[src/rtl/vga_sync_gen_pkg.sv]
//------------------------------------------------------------------------------
// Module      : vga_pkg
// Description : Default 640x480@60 Hz timing constants, derived totals,
//               count typedefs and sync-level helper for vga_sync_gen.
// Revision    : 1.0 - initial release
//------------------------------------------------------------------------------
`default_nettype none

package vga_pkg;

  // 640x480@60 Hz, 25 MHz pixel rate
  localparam int VGA_H_ACTIVE = 640;
  localparam int VGA_H_FP     = 16;
  localparam int VGA_H_SYNC   = 96;
  localparam int VGA_H_BP     = 48;
  localparam int VGA_V_ACTIVE = 480;
  localparam int VGA_V_FP     = 10;
  localparam int VGA_V_SYNC   = 2;
  localparam int VGA_V_BP     = 33;

  localparam int VGA_H_TOTAL = VGA_H_ACTIVE + VGA_H_FP + VGA_H_SYNC + VGA_H_BP;
  localparam int VGA_V_TOTAL = VGA_V_ACTIVE + VGA_V_FP + VGA_V_SYNC + VGA_V_BP;

  localparam int VGA_XW = $clog2(VGA_H_TOTAL);
  localparam int VGA_YW = $clog2(VGA_V_TOTAL);

  // Asserted sync level: 0 means the sync pulses are active-low
  localparam logic VGA_SYNC_POL = 1'b0;

  typedef logic [VGA_XW-1:0] hcount_t;
  typedef logic [VGA_YW-1:0] vcount_t;

  // Map an "in sync window" flag onto the pin level for a given polarity
  function automatic logic sync_level(input logic asserted, input logic pol);
    return asserted ? pol : ~pol;
  endfunction

endpackage

`default_nettype wire

[src/rtl/vga_sync_gen_if.sv]
//------------------------------------------------------------------------------
// Module      : vga_sync_gen_if
// Description : Pixel strobe in, sync/video/coordinate bundle out.
//               master = timing generator, slave = pixel/colour consumer.
// Revision    : 1.0 - initial release
//------------------------------------------------------------------------------
`default_nettype none

interface vga_sync_gen_if
  import vga_pkg::*;
#(
  parameter int XW = VGA_XW,
  parameter int YW = VGA_YW
) ();

  logic          pix_en;
  logic          hsync;
  logic          vsync;
  logic          video_on;
  logic [XW-1:0] x;
  logic [YW-1:0] y;
  logic          frame_start;

  modport master (
    input  pix_en,
    output hsync, vsync, video_on, x, y, frame_start
  );

  modport slave (
    output pix_en,
    input  hsync, vsync, video_on, x, y, frame_start
  );

endinterface

`default_nettype wire

[src/rtl/vga_sync_gen_axis_counter.sv]
//------------------------------------------------------------------------------
// Module      : vga_axis_counter
// Description : One timing axis (horizontal or vertical). Wrapping counter
//               that resets to its last value, plus decodes of the next
//               count so the parent can register them alongside the count.
// Revision    : 1.0 - initial release
//------------------------------------------------------------------------------
`default_nettype none

module vga_axis_counter
  import vga_pkg::*;
#(
  parameter int TOTAL      = VGA_H_TOTAL,
  parameter int SYNC_START = VGA_H_ACTIVE + VGA_H_FP,
  parameter int SYNC_END   = VGA_H_ACTIVE + VGA_H_FP + VGA_H_SYNC - 1,
  parameter int ACTIVE_LEN = VGA_H_ACTIVE,
  parameter int W          = $clog2(TOTAL)
) (
  input  logic         clk_in,
  input  logic         rst_n,
  input  logic         inc,
  output logic [W-1:0] count,
  output logic         wrap,    // current count is the last position
  output logic         active,  // next count lies in the active region
  output logic         sync     // next count lies in the sync window
);

  localparam logic [W-1:0] LAST      = W'(TOTAL - 1);
  localparam logic [W-1:0] ACT_LIMIT = W'(ACTIVE_LEN);
  localparam logic [W-1:0] SYNC_LO   = W'(SYNC_START);
  localparam logic [W-1:0] SYNC_HI   = W'(SYNC_END);

  logic [W-1:0] count_q;
  logic [W-1:0] count_d;

  assign wrap = (count_q == LAST);

  // Next count: step on inc, wrapping from LAST back to zero
  always_comb begin
    count_d = count_q;
    if (inc) begin
      count_d = wrap ? '0 : count_q + 1'b1;
    end
  end

  // Count register; reset parks on LAST so the first step lands on zero
  always_ff @(posedge clk_in or negedge rst_n) begin
    if (!rst_n) begin
      count_q <= LAST;
    end else begin
      count_q <= count_d;
    end
  end

  assign count  = count_q;
  assign active = (count_d < ACT_LIMIT);
  assign sync   = (count_d >= SYNC_LO) && (count_d <= SYNC_HI);

endmodule

`default_nettype wire

[src/rtl/vga_sync_gen.sv]
//------------------------------------------------------------------------------
// Module      : vga_sync_gen
// Description : VGA horizontal/vertical timing generator advancing one pixel
//               per pix_en strobe. All outputs registered; sync/video decodes
//               are taken from the next count so they line up with x/y.
//               Optional macro VGA_SYNC_DELAY_EN: hsync/vsync/video_on pass
//               through one extra pix_en-qualified stage (one pixel behind
//               x/y); frame_start is never delayed.
// Revision    : 1.0 - initial release
//------------------------------------------------------------------------------
`default_nettype none

module vga_sync_gen
  import vga_pkg::*;
#(
  parameter int   H_ACTIVE = VGA_H_ACTIVE,
  parameter int   H_FP     = VGA_H_FP,
  parameter int   H_SYNC   = VGA_H_SYNC,
  parameter int   H_BP     = VGA_H_BP,
  parameter int   V_ACTIVE = VGA_V_ACTIVE,
  parameter int   V_FP     = VGA_V_FP,
  parameter int   V_SYNC   = VGA_V_SYNC,
  parameter int   V_BP     = VGA_V_BP,
  parameter logic SYNC_POL = VGA_SYNC_POL
) (
  input  logic           clk_in,
  input  logic           rst_n,
  vga_sync_gen_if.master bus
);

  localparam int H_TOTAL = H_ACTIVE + H_FP + H_SYNC + H_BP;
  localparam int V_TOTAL = V_ACTIVE + V_FP + V_SYNC + V_BP;
  localparam int XW      = $clog2(H_TOTAL);
  localparam int YW      = $clog2(V_TOTAL);

  logic [XW-1:0] h_count;
  logic          h_wrap;
  logic          h_active;
  logic          h_sync;
  logic [YW-1:0] v_count;
  logic          v_wrap;
  logic          v_active;
  logic          v_sync;
  logic          v_inc;
  logic          frame_start_d;

  // A line ends when the horizontal axis wraps on a strobe
  assign v_inc = bus.pix_en & h_wrap;

  vga_axis_counter #(
    .TOTAL      (H_TOTAL),
    .SYNC_START (H_ACTIVE + H_FP),
    .SYNC_END   (H_ACTIVE + H_FP + H_SYNC - 1),
    .ACTIVE_LEN (H_ACTIVE),
    .W          (XW)
  ) u_hcnt (
    .clk_in (clk_in),
    .rst_n  (rst_n),
    .inc    (bus.pix_en),
    .count  (h_count),
    .wrap   (h_wrap),
    .active (h_active),
    .sync   (h_sync)
  );

  vga_axis_counter #(
    .TOTAL      (V_TOTAL),
    .SYNC_START (V_ACTIVE + V_FP),
    .SYNC_END   (V_ACTIVE + V_FP + V_SYNC - 1),
    .ACTIVE_LEN (V_ACTIVE),
    .W          (YW)
  ) u_vcnt (
    .clk_in (clk_in),
    .rst_n  (rst_n),
    .inc    (v_inc),
    .count  (v_count),
    .wrap   (v_wrap),
    .active (v_active),
    .sync   (v_sync)
  );

  // Entering (0,0) happens only on the strobe that wraps both axes
  assign frame_start_d = bus.pix_en & h_wrap & v_wrap;

  logic hsync_q;
  logic vsync_q;
  logic video_on_q;
  logic frame_start_q;

  // Output registers, loaded from decodes of the next count
  always_ff @(posedge clk_in or negedge rst_n) begin
    if (!rst_n) begin
      hsync_q       <= ~SYNC_POL;
      vsync_q       <= ~SYNC_POL;
      video_on_q    <= 1'b0;
      frame_start_q <= 1'b0;
    end else begin
      hsync_q       <= sync_level(h_sync, SYNC_POL);
      vsync_q       <= sync_level(v_sync, SYNC_POL);
      video_on_q    <= h_active & v_active;
      frame_start_q <= frame_start_d;
    end
  end

`ifdef VGA_SYNC_DELAY_EN
  logic hsync_dly_q;
  logic vsync_dly_q;
  logic video_on_dly_q;

  // One-pixel delay stage so syncs line up with a registered colour lookup
  always_ff @(posedge clk_in or negedge rst_n) begin
    if (!rst_n) begin
      hsync_dly_q    <= ~SYNC_POL;
      vsync_dly_q    <= ~SYNC_POL;
      video_on_dly_q <= 1'b0;
    end else if (bus.pix_en) begin
      hsync_dly_q    <= hsync_q;
      vsync_dly_q    <= vsync_q;
      video_on_dly_q <= video_on_q;
    end
  end

  assign bus.hsync    = hsync_dly_q;
  assign bus.vsync    = vsync_dly_q;
  assign bus.video_on = video_on_dly_q;
`else
  assign bus.hsync    = hsync_q;
  assign bus.vsync    = vsync_q;
  assign bus.video_on = video_on_q;
`endif

  assign bus.x           = h_count;
  assign bus.y           = v_count;
  assign bus.frame_start = frame_start_q;

endmodule

`default_nettype wire

[src/flat_wrapper.sv]
// flat-port wrapper written by rule: the top's interface ports become plain ports
module vga_sync_gen_flat import vga_pkg::*;
#(
  parameter int   H_ACTIVE = VGA_H_ACTIVE,
  parameter int   H_FP     = VGA_H_FP,
  parameter int   H_SYNC   = VGA_H_SYNC,
  parameter int   H_BP     = VGA_H_BP,
  parameter int   V_ACTIVE = VGA_V_ACTIVE,
  parameter int   V_FP     = VGA_V_FP,
  parameter int   V_SYNC   = VGA_V_SYNC,
  parameter int   V_BP     = VGA_V_BP,
  parameter logic SYNC_POL = VGA_SYNC_POL
)
  (clk_in, rst_n, bus_pix_en, bus_hsync, bus_vsync, bus_video_on, bus_x, bus_y, bus_frame_start);
  vga_sync_gen_if bus_i ();
  input  logic clk_in;
  input  logic rst_n;
  input wire logic [$bits(bus_i.pix_en)-1:0] bus_pix_en;
  output wire logic [$bits(bus_i.hsync)-1:0] bus_hsync;
  output wire logic [$bits(bus_i.vsync)-1:0] bus_vsync;
  output wire logic [$bits(bus_i.video_on)-1:0] bus_video_on;
  output wire logic [$bits(bus_i.x)-1:0] bus_x;
  output wire logic [$bits(bus_i.y)-1:0] bus_y;
  output wire logic [$bits(bus_i.frame_start)-1:0] bus_frame_start;
  assign bus_i.pix_en = bus_pix_en;
  assign bus_hsync = bus_i.hsync;
  assign bus_vsync = bus_i.vsync;
  assign bus_video_on = bus_i.video_on;
  assign bus_x = bus_i.x;
  assign bus_y = bus_i.y;
  assign bus_frame_start = bus_i.frame_start;
  vga_sync_gen #(.H_ACTIVE(H_ACTIVE), .H_FP(H_FP), .H_SYNC(H_SYNC), .H_BP(H_BP), .V_ACTIVE(V_ACTIVE), .V_FP(V_FP), .V_SYNC(V_SYNC), .V_BP(V_BP), .SYNC_POL(SYNC_POL)) u_core (.clk_in(clk_in), .rst_n(rst_n), .bus(bus_i));
endmodule
[config.mk]
export PLATFORM = sky130hd
export DESIGN_NAME = vga_sync_gen_flat
export DESIGN_NICKNAME = d
export VERILOG_FILES = /design/src/rtl/vga_sync_gen_pkg.sv /design/src/rtl/vga_sync_gen_if.sv /design/src/rtl/vga_sync_gen_axis_counter.sv /design/src/rtl/vga_sync_gen.sv /design/src/flat_wrapper.sv
export SDC_FILE = /design/constraint.sdc
export NUM_CORES = 1
export LEC_CHECK = 0
export ABC_AREA = 1
export CORE_MARGIN = 2
export CORE_UTILIZATION = 52
export DETAILED_ROUTE_END_ITERATION = 6
export PLACE_DENSITY = 0.79
export SLEW_MARGIN = 20
export SYNTH_ARGS = -nofsm -noshare
export SYNTH_HDL_FRONTEND = slang
export SYNTH_SLANG_ARGS = --single-unit
[constraint.sdc]
create_clock -name clk_in -period 1.8 [get_ports clk_in]
set_input_delay 0.36 -clock clk_in [delete_from_list [all_inputs] [get_ports clk_in]]
set_output_delay 0.36 -clock clk_in [all_outputs]
set_load 0.02 [all_outputs]
=== Yosys cells after proc, flatten, opt, wreduce, memory -nomap -nowiden ===
Index checks and enable logic that the tools add are counted.

* Register bits after elaboration: 24
* Output and inout port bits: 24
* Logic and storage cells: 27

* Add/subtract/negate cells: 2
* $lt $le $gt $ge: 6
* Equal/unequal tests: 2
* Muxes and demuxes: 6
* Bitwise logic cells: 3
* Reduce and logical (&&, ||, !) cells: 2

{| class="wikitable"
|+ Operators with widths
! kind !! count
|-
| $mux W10 || 4
|-
| $add A10 B1 Y10 const B || 2
|-
| $eq A10 B10 Y1 const B || 2
|-
| $ge A10 B10 Y1 const B || 1
|-
| $ge A10 B9 Y1 const B || 1
|-
| $le A10 B10 Y1 const B || 1
|-
| $le A10 B9 Y1 const B || 1
|-
| $lt A10 B10 Y1 const B || 1
|-
| $lt A10 B9 Y1 const B || 1
|-
| $and A1 B1 Y1 || 3
|-
| $logic_and A1 B1 Y1 || 2
|-
| $mux W1 || 2
|}

=== Longest topological paths before layout ===
* Depth in word-level cells: 6
* Gate-level depth with buffers: 12
* Mapped depth without buffers: 12

=== Hierarchy ===
From an unflattened synthesis, not the netlist that was laid out.

* Cell total of the unflattened synthesis: 213
* Area total of the unflattened synthesis: 1542.7 um^2

{| class="wikitable"
|+ Modules (own cells, without submodules)
! module !! times used !! cells each !! area each (um^2) !! seq. area each (um^2)
|-
| vga_axis_counter at u_core.u_vcnt || 1 || 102 || 705.7 || 254.0
|-
| vga_axis_counter at u_core.u_hcnt || 1 || 99 || 701.9 || 259.0
|-
| vga_sync_gen || 1 || 12 || 135.1 || 102.6
|}

=== Least setup slack after synthesis ===
No wires, ideal clock.

* Path type: register to register
* Start: reg u_core.u_hcnt.count_q[0], in the netlist u_core.u_hcnt.count[0]
* End: reg u_core.video_on_q, in the netlist u_core.bus.video_on
* Arrival time: 1.608 ns
* Setup slack: 0.078 ns
* Cell stages (with the launch flop): 11
* Buffers on the path: 0
* Clock period less this slack: 1.722 ns
* Cell sequence: dfstp_2 ha_1 nand2_1 nor2_8 nand4_4 nand2_1 nand2_1 nor2_1 nand2_1 nand2_1 nor2_2

* Longest elaborated chain between the ends: 5
* Elaborated cells between the ends (all ways): 9

{| class="wikitable"
|+ Ends and longest elaborated chain
! element !! RTL line !! source
|-
| from (decl) || vga_sync_gen_axis_counter.sv:33 || <nowiki>logic [W-1:0] count_q;</nowiki>
|-
| from (signal assigned) || vga_sync_gen_axis_counter.sv:51 || <nowiki>count_q <= count_d;</nowiki>
|-
| $add A10 B1 Y10 or $eq A10 B10 Y1 (tied branches) || vga_sync_gen_axis_counter.sv:42, vga_sync_gen_axis_counter.sv:36 ||
|-
| $mux W10 or $and A1 B1 Y1 (tied branches) || vga_sync_gen_axis_counter.sv:42, vga_sync_gen.sv:48 ||
|-
| $mux W10 || vga_sync_gen_axis_counter.sv:41 || <nowiki>if (inc) begin</nowiki>
|-
| $lt A10 B10 Y1 or $lt A10 B9 Y1 (tied branches) || vga_sync_gen_axis_counter.sv:56 || <nowiki>assign active = (count_d < ACT_LIMIT);</nowiki>
|-
| $and A1 B1 Y1 (*) || vga_sync_gen.sv:100 || <nowiki>video_on_q <= h_active & v_active;</nowiki>
|-
| to (signal assigned) || vga_sync_gen.sv:100 ||
|-
| to (decl) || vga_sync_gen.sv:87 || <nowiki>logic video_on_q;</nowiki>
|}

Every way passes the cells marked *; elsewhere a longest branch is shown, timed or not.

=== Final worst setup path ===
* Start: reg u_core.u_vcnt.count_q[1], in the netlist u_core.u_vcnt.count[1]
* End: out bus_y[1]

{| class="wikitable"
|+ RTL lines
! element !! RTL line !! source
|-
| from (decl) || vga_sync_gen_axis_counter.sv:33 ||
|-
| from (signal assigned) || vga_sync_gen_axis_counter.sv:51 ||
|-
| to (decl) || flat_wrapper.sv:23 || <nowiki>output wire logic [$bits(bus_i.y)-1:0] bus_y;</nowiki>
|}

No word-level cell between the ends.

==> run metrics <==
Residual DRC=2; router iterations before antenna repair=6; Mapped Avg Cell Area=between 7 and 8 um2; I/O pin total=27; Initial Utilization=a little under three fifths; Post-synth EDFFs=0; Max Cap Viol=0; Yosys top cell by area=dfstp_2; GRT overflow=0; Die Span Y=58.93 um; Min Hold Slack=0.3843 ns; largest fanout on the critical path=4; WL per Instance=~12 um; area of the multi-input gates=between 800 and 900 um2; first-pass GRT wire length=6.313 mm; #FFs+latches synth=24; Yosys top cell area share=20.10%; Critical Path RT=around 1.4 ns; CTS tree=done; Seq/Total Area, Yosys=between 30% and 40%; yosys synthesis warning count=0; PortBufs=26; Hold Path Class=input port to async pin; fin cells=301; WP depth=1; Max Transition Viols Final=0; Max transition margin=79.96%; Top FF cell, synth=dfstp_2; via count=1457; top cell family by delay on the critical path=buffers and inverters; P_sw=632.3 uW; layout cells sized above 1=29.26%; Post-Route WL=approximately 3.7 mm; final-report hold violation count=0; clk buf depth=2; Post-Syn Nets=approximately 220; arrival time worst endpoint=1.39 ns; number of distinct library cells after synthesis=31; clk root buf=clkbuf_4; Placed Cells=approximately 300; failing checks=DRC; die area=about 3500 um2; antenna-violating nets left=0; Final Setup Violations=0; clk_skew=0.004925 ns; status=complete, but fails checks; internal power=between 1000 and 1500 uW; RSZ-0062 raised after global routing=yes; worst skew pair latency=0.32 ns; leakage=0.001179 uW; # diodes=0; synth top area cells=dfstp_2 20%, dfrtp_1 19%, nand2_1 16%; CP Cell Sequence=clkdlybuf4s50_1; Sw Share=38.41%; Crit Path Class=flop to output port; vias in the first global route=around 1400; Num CTS Buffers=3; RePlAce Congestion=0.8618; FMAX=571.8 MHz; CP endpoint kind=output port; final worst-path cycle share=97.16%; worst vdd ir=548.0 uV; initial DRC count=58; buffers and inverters on the worst path=1; vias per cell=4.841; minimum clock period=1.749 ns; Fillers=234; Slew @ Worst Pin=0.3007 ns; largest net degree at the start of global routing=25; Nets=277; CTS clk-pin slew, worst paths=0.14 ns; Total Routing Usage GR=24.56%; mapped cell area=around 1600 um2; asr flop ratio synth=100.0%; CP startpoint kind=flop; Die W=between 50 and 60 um; slowest stage delay, CP=roughly 0.63 ns; Pwr Density=a little under 800 nW/um2; antenna violations before repair=0; cell count after synthesis=216; Seq pwr share=46.9%; clock share of power=~16%; Register Area=619.3 um2; combinational share of power=between 30% and 40%; synthesis-to-finish area growth=35.41%; CTS H-tree lvls=1; post-route setup slack=0.05111 ns; # rows=19; Slowest cell on crit path=clkdlybuf4s50_1; Post-Place Setup Slack=-0.1188 ns; CORE AREA=2805 um2; dpl hpwl=about 2.8 mm; CTS Sinks=24; R2R depth=11
power groups by stage:
stage / combinational, uW / clock, uW / sequential (uW)
after global placement: 591 / 0 / 768
after CTS: 608 / 264 / 777
after global routing: 681 / 289 / 788
after floorplan: 267 / 0 / 845
final: 619 / 255 / 772
after detailed placement: 611 / 0 / 768
cell type report:
type | instances | share of cell area [%]
clock buffers | 4 | 1.237
inverters | 40 | 7.126
multi-input cells | 150 | 39.52
flip-flops and latches | 24 | 29.15
well taps | 31 | 1.826
repair buffers | 52 | 21.14
synth_stat cells (3+ instances only):
cell      n
inv_1    37
o21ai_0   6
nor2_2    6
ha_1      3
dfrtp_1  12
nand2_2   3
nor2_1   24
nand3_1  16
nand4_1   5
nand2_1  68
dfstp_2  12
cell families (layout without fill, tap and decap cells):
logic type | after synthesis | after routing | synth area share [%]
fa+ha+maj | 3 | 3 | 2.393
buf+inv | 42 | 96 | 10.45
compound gates | 11 | 11 | 4.706
xor+xnor | 3 | 3 | 1.675
simple gates | 133 | 133 | 41.55
flops | 24 | 24 | 39.23
registers in the layout (all words and copies together) (netlist names):
name	cells
u_core.bus.frame_start	1
u_core.bus.hsync	1
u_core.bus.video_on	1
u_core.bus.vsync	1
u_core.u_hcnt.count	10
u_core.u_vcnt.count	10
path summary, 6_finish.rpt:
kind,startpoint,endpoint,slack (ns)
min in group clk_in,u_core.u_hcnt.count[4],u_core.u_hcnt.count[4],0.58
max in group asynchronous,rst_n,u_core.u_hcnt.count[3],1.13
min reg2reg,u_core.u_hcnt.count[4],u_core.u_hcnt.count[4],0.58
max,u_core.u_vcnt.count[1],bus_y[1],0.05
max reg2reg,u_core.u_hcnt.count[1],u_core.bus.video_on,0.08
min,rst_n,u_core.bus.video_on,0.38
cell usage in the layout (no fill, tap or decap), types with 2 or more instances in the layout:
| master | instances |
|---|---|
| nand2_1 | 61 |
| inv_1 | 37 |
| buf_4 | 26 |
| nor2_1 | 22 |
| nand3_1 | 15 |
| dlygate4sd2_1 | 15 |
| dfstp_2 | 12 |
| nand2_2 | 9 |
| dfrtp_1 | 9 |
| nor2_2 | 7 |
| clkdlybuf4s50_1 | 6 |
| nand4_1 | 5 |
| o21ai_0 | 5 |
| dlymetal6s2s_1 | 5 |
| clkbuf_4 | 3 |
| dfrtp_2 | 3 |
| nand2_4 | 2 |
| nor3_2 | 2 |
| inv_2 | 2 |
| nand3_2 | 2 |
| nand3b_1 | 2 |
| nor2_4 | 2 |
| xor2_1 | 2 |
| ha_1 | 2 |
metal layers:
metal	GRT usage (%)	up-vias	routed length [um]
li1	-	770	-
met1	33.47	656	1766
met2	39.68	25	1783
met3	2.857	6	125
met4	10.06	0	49
met5	0	-	0
per-stage QoR:
stage          setup TNS (ns)  util (%)  area, um2  power [uW]
4_1_cts                     0     73.68       2067        1649
3_3_place_gp          -0.2619     72.30       2028        1359
3_5_place_dp          -0.4014     72.30       2028        1378
5_1_grt              -0.08628     75.74       2125        1759
2_1_floorplan               0         -       1569        1113
6_report                    0     75.74       2125        1646
what timing repair did:
action,in CTS,in global routing
hold buffers,0,0
gates cloned,0,0
pin swaps,2,5
setup buffers,1,2
gates resized for setup,22,16
endpoints found under the setup margin,20,11
No activity file was read; power rests on OpenSTA's default activity.
==> patch 1, RTL diff (same settings) <==
Change the package constant `VGA_SYNC_POL` from 1'b0 to 1'b1.
--- a/src/rtl/vga_sync_gen_pkg.sv
+++ b/src/rtl/vga_sync_gen_pkg.sv
@@ -25,7 +25,7 @@
   localparam int VGA_YW = $clog2(VGA_V_TOTAL);
 
   // Asserted sync level: 0 means the sync pulses are active-low
-  localparam logic VGA_SYNC_POL = 1'b0;
+  localparam logic VGA_SYNC_POL = 1'b1;
 
   typedef logic [VGA_XW-1:0] hcount_t;
   typedef logic [VGA_YW-1:0] vcount_t;
Formal check against the unedited RTL: not equivalent (Yosys sat finds a counterexample within 4 cycles, from zero or initial values and one cycle with rst_n low).
==> patch 1 against the unedited design <==
The run ends with setup timing left. Routed wire length rose by 0.67%. Highest routed layer unchanged. Fmax down 4.7%. Die area grew 2.4%. Sequential cell count unchanged. Non-clock buffer count down 4. Critical path type is now flip-flop to flip-flop. Worst setup slack got worse by 0.085 ns. Area after synthesis rose by 2.6%. Final area increased by 0.53%.
Power is not compared: it rests on default switching activity, and its combinational part moved more than twofold at a synthesized area within 25%.
==> patch 1: results (changes against the unedited design) <==
Logic synthesis
  – Area share of fa/ha/maj cells after synthesis: 0.0233 (-0.000595)
  – Post-Syn Nets: 223 (+0.45%)
  – Top cells by count, synth: 53 x nand2_1, 38 x inv_1, 23 x nor2_1, 21 x nand3_1, 14 x dfrtp_1
  – Synth area leaders: dfrtp_1 22%, dfstp_2 16%, nand2_1 12%, inv_1 8.9%, nand3_1 6.5%
  – Synth Flop Type: dfrtp_1
  – Compound-Gate Fraction of Synth Area: 0.0397 (-0.00739)
  – Distinct cells, synth: 26 (-16%)
  – Sequential fraction of the synthesis area: 0.381 (-0.0113)
  – XOR/XNOR Fraction of Synth Area: 0.0373 (+0.0206)

Status
  – Status: complete, but fails checks
  – Failing checks: setup timing

Worst setup path
  – CP Data Arrival Time: 2.07 ns (+0.68 ns)
  – Critical Path Fanout Max: 3 (-1)
  – Delay-heaviest family, CP: simple AND/OR/NAND/NOR gates
  – Slowest cell on the critical path: dfstp_2

Cells and area
  – Seq cells: 24 (unchanged)
  – Fraction of area in registers: 0.288 (-0.00388)
  – Layout cells sized above 1: 0.299 (+0.00591)
  – Clk tree area frac: 0.0170 (+0.00462)
  – Multi-input combinational area share: 0.405 (+0.00963)
  – # nets final: 275 (-0.72%)
  – Comb_multi_in: 148 (-1.3%)
  – Inverters: 44 (+10%)
  – Non-clock buffer share: 0.194 (-0.0175)

Global routing
  – Tot GR Track Use: 0.233 (-0.0128)
  – First-pass GRT wire length: 6270 um (-0.65%)

STA
  – Slew headroom: 0.792 (-0.00780)
  – Final setup viols: 3 (+3)
  – Final Skew: 0.00303 ns (-0.00189 ns)
  – Worst Hold Margin: 0.365 ns (-0.0194 ns)
  – Setup TNS: -0.0457 ns (-0.0457 ns)
  – Final setup margin: -0.0343 ns (-0.0855 ns)

Routing
  – Initial DRC Count: 89 (+53%)
  – Router iterations before antenna repair: 4 (-2)
  – DRT met1 WL: 1930 um (+9.1%)
  – Via count: 1496 (+2.7%)

Placement
  – Post-DP HPWL: 2880 um (+3.2%)
  – Placer Congestion: 0.919 (+6.6%)
-- patch 1: cell count changes in the layout (fill, tap and decap cells not counted), moves of 4 or more --
| cell | before | now |
|---|---|---|
| nand2_1 | 61 | 50 |
| nor2_2 | 7 | 3 |
| inv_2 | 2 | 8 |
| buf_4 | 26 | 21 |
| nand3_1 | 15 | 20 |
| nor2_4 | 2 | 9 |
| dfrtp_1 | 9 | 13 |
-- patch 1: what timing repair did --
item	in CTS	in global routing
endpoints found under the setup margin	20	6
setup buffers	0	1
pin swaps	0	8
hold endpoints to repair	0	0
resized for setup	21	11
-- patch 1: final timing paths --
kind	start	end	cells after the start
max in group asynchronous	rst_n	u_core.u_vcnt.count[3]	2
min	rst_n	u_core.bus.hsync	2
min in group clk_in	u_core.u_hcnt.count[2]	u_core.u_hcnt.count[2]	2
max	u_core.u_hcnt.count[1]	u_core.bus.vsync	14
min reg2reg	u_core.u_hcnt.count[2]	u_core.u_hcnt.count[2]	2
max reg2reg	u_core.u_hcnt.count[1]	u_core.bus.vsync	14
-- patch 1: routing by layer --
layer | global-route usage | vias to the layer above
li1 | - | 768
met1 | 0.360 | 682
met2 | 0.341 | 41
met3 | 0.0218 | 5
met4 | 0.0762 | 0
met5 | 0 | -
-- patch 1: metrics by stage --
step                      area (um^2)   util  setup slack (ns)  power (uW)  std cells
after detailed placement         2070  0.690            -0.364        2460        296
after global placement           2070  0.690            -0.290        2430        296
final                            2140  0.711           -0.0343        2710        301
after floorplan                  1620      -           0.00382        1860        217
after global routing             2140  0.711            -0.212        2930        301
after CTS                        2100  0.699           -0.0212        2690        300
-- patch 1: report_power, final --
group,switching (uW),internal [uW]
sequential,198,747
clock,176,124
combinational,892,576
total,1270,1450
==> patch 2, RTL diff (config.mk and constraints unchanged) <==
Made on the original files. Compare `count_q` against `LAST` with >= in place of ==.
--- a/src/rtl/vga_sync_gen_axis_counter.sv
+++ b/src/rtl/vga_sync_gen_axis_counter.sv
@@ -33,7 +33,7 @@
   logic [W-1:0] count_q;
   logic [W-1:0] count_d;
 
-  assign wrap = (count_q == LAST);
+  assign wrap = (count_q >= LAST);
 
   // Next count: step on inc, wrapping from LAST back to zero
   always_comb begin
Function: no difference found for any inputs over 10 cycles, from zero or initial values and one cycle with rst_n low; that may be too few to reach the edited logic, so the function may still have changed.
==> patch 2 against the unedited design <==
First-iteration DRC count increased by 71%. Total power increased by 41%. Final area decreased by 3.7%. Count of clock-buffer cells in the layout decreased by 1. Worst setup slack got worse by 0.043 ns. Register-to-register slack worse by 0.07 ns. Routed wire length down 6.1%. Clock skew is 0.0012 ns higher. Die area down 4.9%. Largest power group is now combinational logic. Sequential cell count did not move. Largest cell class unchanged. Sequential power is 12% higher. Area after synthesis shrank 5.3%. Fmax decreased by 2.4%.
==> patch 2: results (changes against the unedited design) <==
Cells and area
  – Layout cells sized above 1: 0.267 (-0.0259)
  – # nets final: 262 (-5.4%)
  – Antenna Cells: 0 (unchanged)

Logic synthesis
  – Post-Syn Nets: 213 (-4.1%)
  – Synth Flop Type: dfstp_2
  – Top cells by count, synth: 65 x nand2_1, 31 x inv_1, 20 x nor2_1, 17 x nand3_1
  – Synth area leaders: dfstp_2 21%, dfrtp_1 20%, nand2_1 16%, inv_1 7.8%, nand3_1 5.7%
  – Distinct cells, synth: 28 (-9.7%)
  – Asr flop ratio synth: 1.00 (unchanged)
  – Sequential fraction of the synthesis area: 0.414 (+0.0218)

Placement
  – Post-DP HPWL: 2550 um (-8.4%)
  – Placer Congestion: 0.847 (-1.7%)
  – Worst slack at placement: -0.230 ns (-0.111 ns)

Power
  – Static Leakage: 0.00105 uW (-11%)
  – Peak VDD IR: 0.000972 V (+77%)

Global routing
  – Largest net degree at the start of global routing: 25 (unchanged)
  – Initial antenna violation count: 0 (unchanged)
  – First-pass GRT wire length: 6150 um (-2.6%)
  – Tot GR Track Use: 0.238 (-0.00809)
  – Number of global-route vias before repair: 1381 (-2.3%)

Status
  – Status: completed

Clocking
  – Num CTS Buffers: 3 (unchanged)
  – H-tree depth: 1 (unchanged)
  – Clock Root Buffer: clkbuf_4
  – Clock buffer depth: 2 (unchanged)
  – Clock Latency Late Sink: 0.31 ns

Routing
  – Detailed-route wire length per cell: 12.2 um (-1.2%)
  – Vias per std cell: 5.09 (+5.1%)
  – Router iterations before antenna repair: 4 (-2)
  – Max Used Layer: met4
  – DRT met1 WL: 1530 um (-13%)
  – Met2 wire length: 1740 um (-2.6%)
  – Initial DRC Count: 99 (+71%)
  – WL met3: 184 um (+47%)

STA
  – Slew headroom: 0.757 (-0.0421)
  – Final Skew: 0.00609 ns (+0.00116 ns)

Die
  – Initial Utilization: 0.544 (-0.0156)

Worst setup path
  – Reg2reg path depth: 13 (+2)
  – Critical Path Fanout Max: 8 (+4)
  – R2r endpoint: u_core.bus.hsync
  – R2r startpoint: u_core.u_hcnt.count[0]
  – Reg2Reg Setup Slack: 0.008 ns (-0.07 ns)
patch 2: changes by cell type after synthesis, sizes merged, moves of 2 or more:
cell / before / now
a21oi: 1 / 4
buf: 2 / 4
inv: 39 / 35
nand2: 72 / 68
nor2: 32 / 25
o21ai: 6 / 10
patch 2: timing repair:
item | in CTS | in global routing
gates cloned | 1 | 0
pin swaps | 7 | 5
resized for setup | 25 | 9
setup buffers | 0 | 0
endpoints found under the setup margin | 18 | 8
patch 2: how the worst max path moves through the flow:
stage                           startpoint                   to  slack, ns  cells after the start
CTS                 u_core.u_hcnt.count[1]  u_core.bus.video_on      0.003                     12
floorplan           u_core.u_hcnt.count[0]  u_core.bus.video_on      0.004                     13
global route        u_core.u_hcnt.count[0]     u_core.bus.hsync      -0.17                     13
finish              u_core.u_hcnt.count[0]     u_core.bus.hsync      0.008                     13
global placement                bus_pix_en     u_core.bus.hsync      -0.18                      8
detailed placement              bus_pix_en     u_core.bus.hsync      -0.23                      8
patch 2: layout make-up:
class                   instances  area (um^2)
flip-flops and latches         24          617
repair buffers                 48          448
fillers                       209          688
well taps                      31         38.8
clock buffers                   3         22.5
clock inverters                 1         30.0
multi-input cells             143          753
inverters                      36          136
patch 2: power breakdown:
part / internal [uW] / leakage, uW / switching, uW / total (uW)
Sequential: 717 / 0.000270 / 152 / 868
Clock: 225 / 0.0000279 / 160 / 384
Combinational: 459 / 0.000756 / 605 / 1060
patch 2: worst max-delay path: stages (launching register included):
cell	delay [ns]
dfstp_2	0.58
ha_4	0.14
nand2_2	0.05
clkinv_2	0.05
nand2_2	0.04
nand2_2	0.08
nand3_4	0.13
buf_4	0.21
o21ai_0	0.09
nor2_1	0.09
nand2_1	0.07
nand2_1	0.04
nor2_1	0.09
nand2_1	0.07
patch 2: kinds of logic (layout without fill, tap and decap cells):
family                   after synthesis  count (layout)  synth area share
AND/OR/NAND/NOR                      120             120             0.353
buffers and inverters                 40              88             0.113
flip-flops                            24              24             0.414
AO/OA/AOI/OAI                         17              17            0.0774
adder cells (fa/ha/maj)                3               3            0.0253
XOR/XNOR                               3               3            0.0177
patch 2: through the flow:
step	cell area [um^2]	util	cells	TNS, ns	hold slack [ns]
5_1_grt	2050	0.748	286	-0.486	0.395
4_1_cts	2020	0.740	286	0	0.383
3_5_place_dp	1920	0.703	281	-0.675	0.559
3_3_place_gp	1920	0.703	281	-0.461	0.550
2_1_floorplan	1490	-	207	0	0.0644
6_report	2050	0.748	286	0	0.381
patch 2: metal layers:
metal | up-vias | GRT usage
li1 | 736 | -
met1 | 662 | 0.323
met2 | 51 | 0.399
met3 | 6 | 0.0249
met4 | 0 | 0.0731
met5 | - | 0
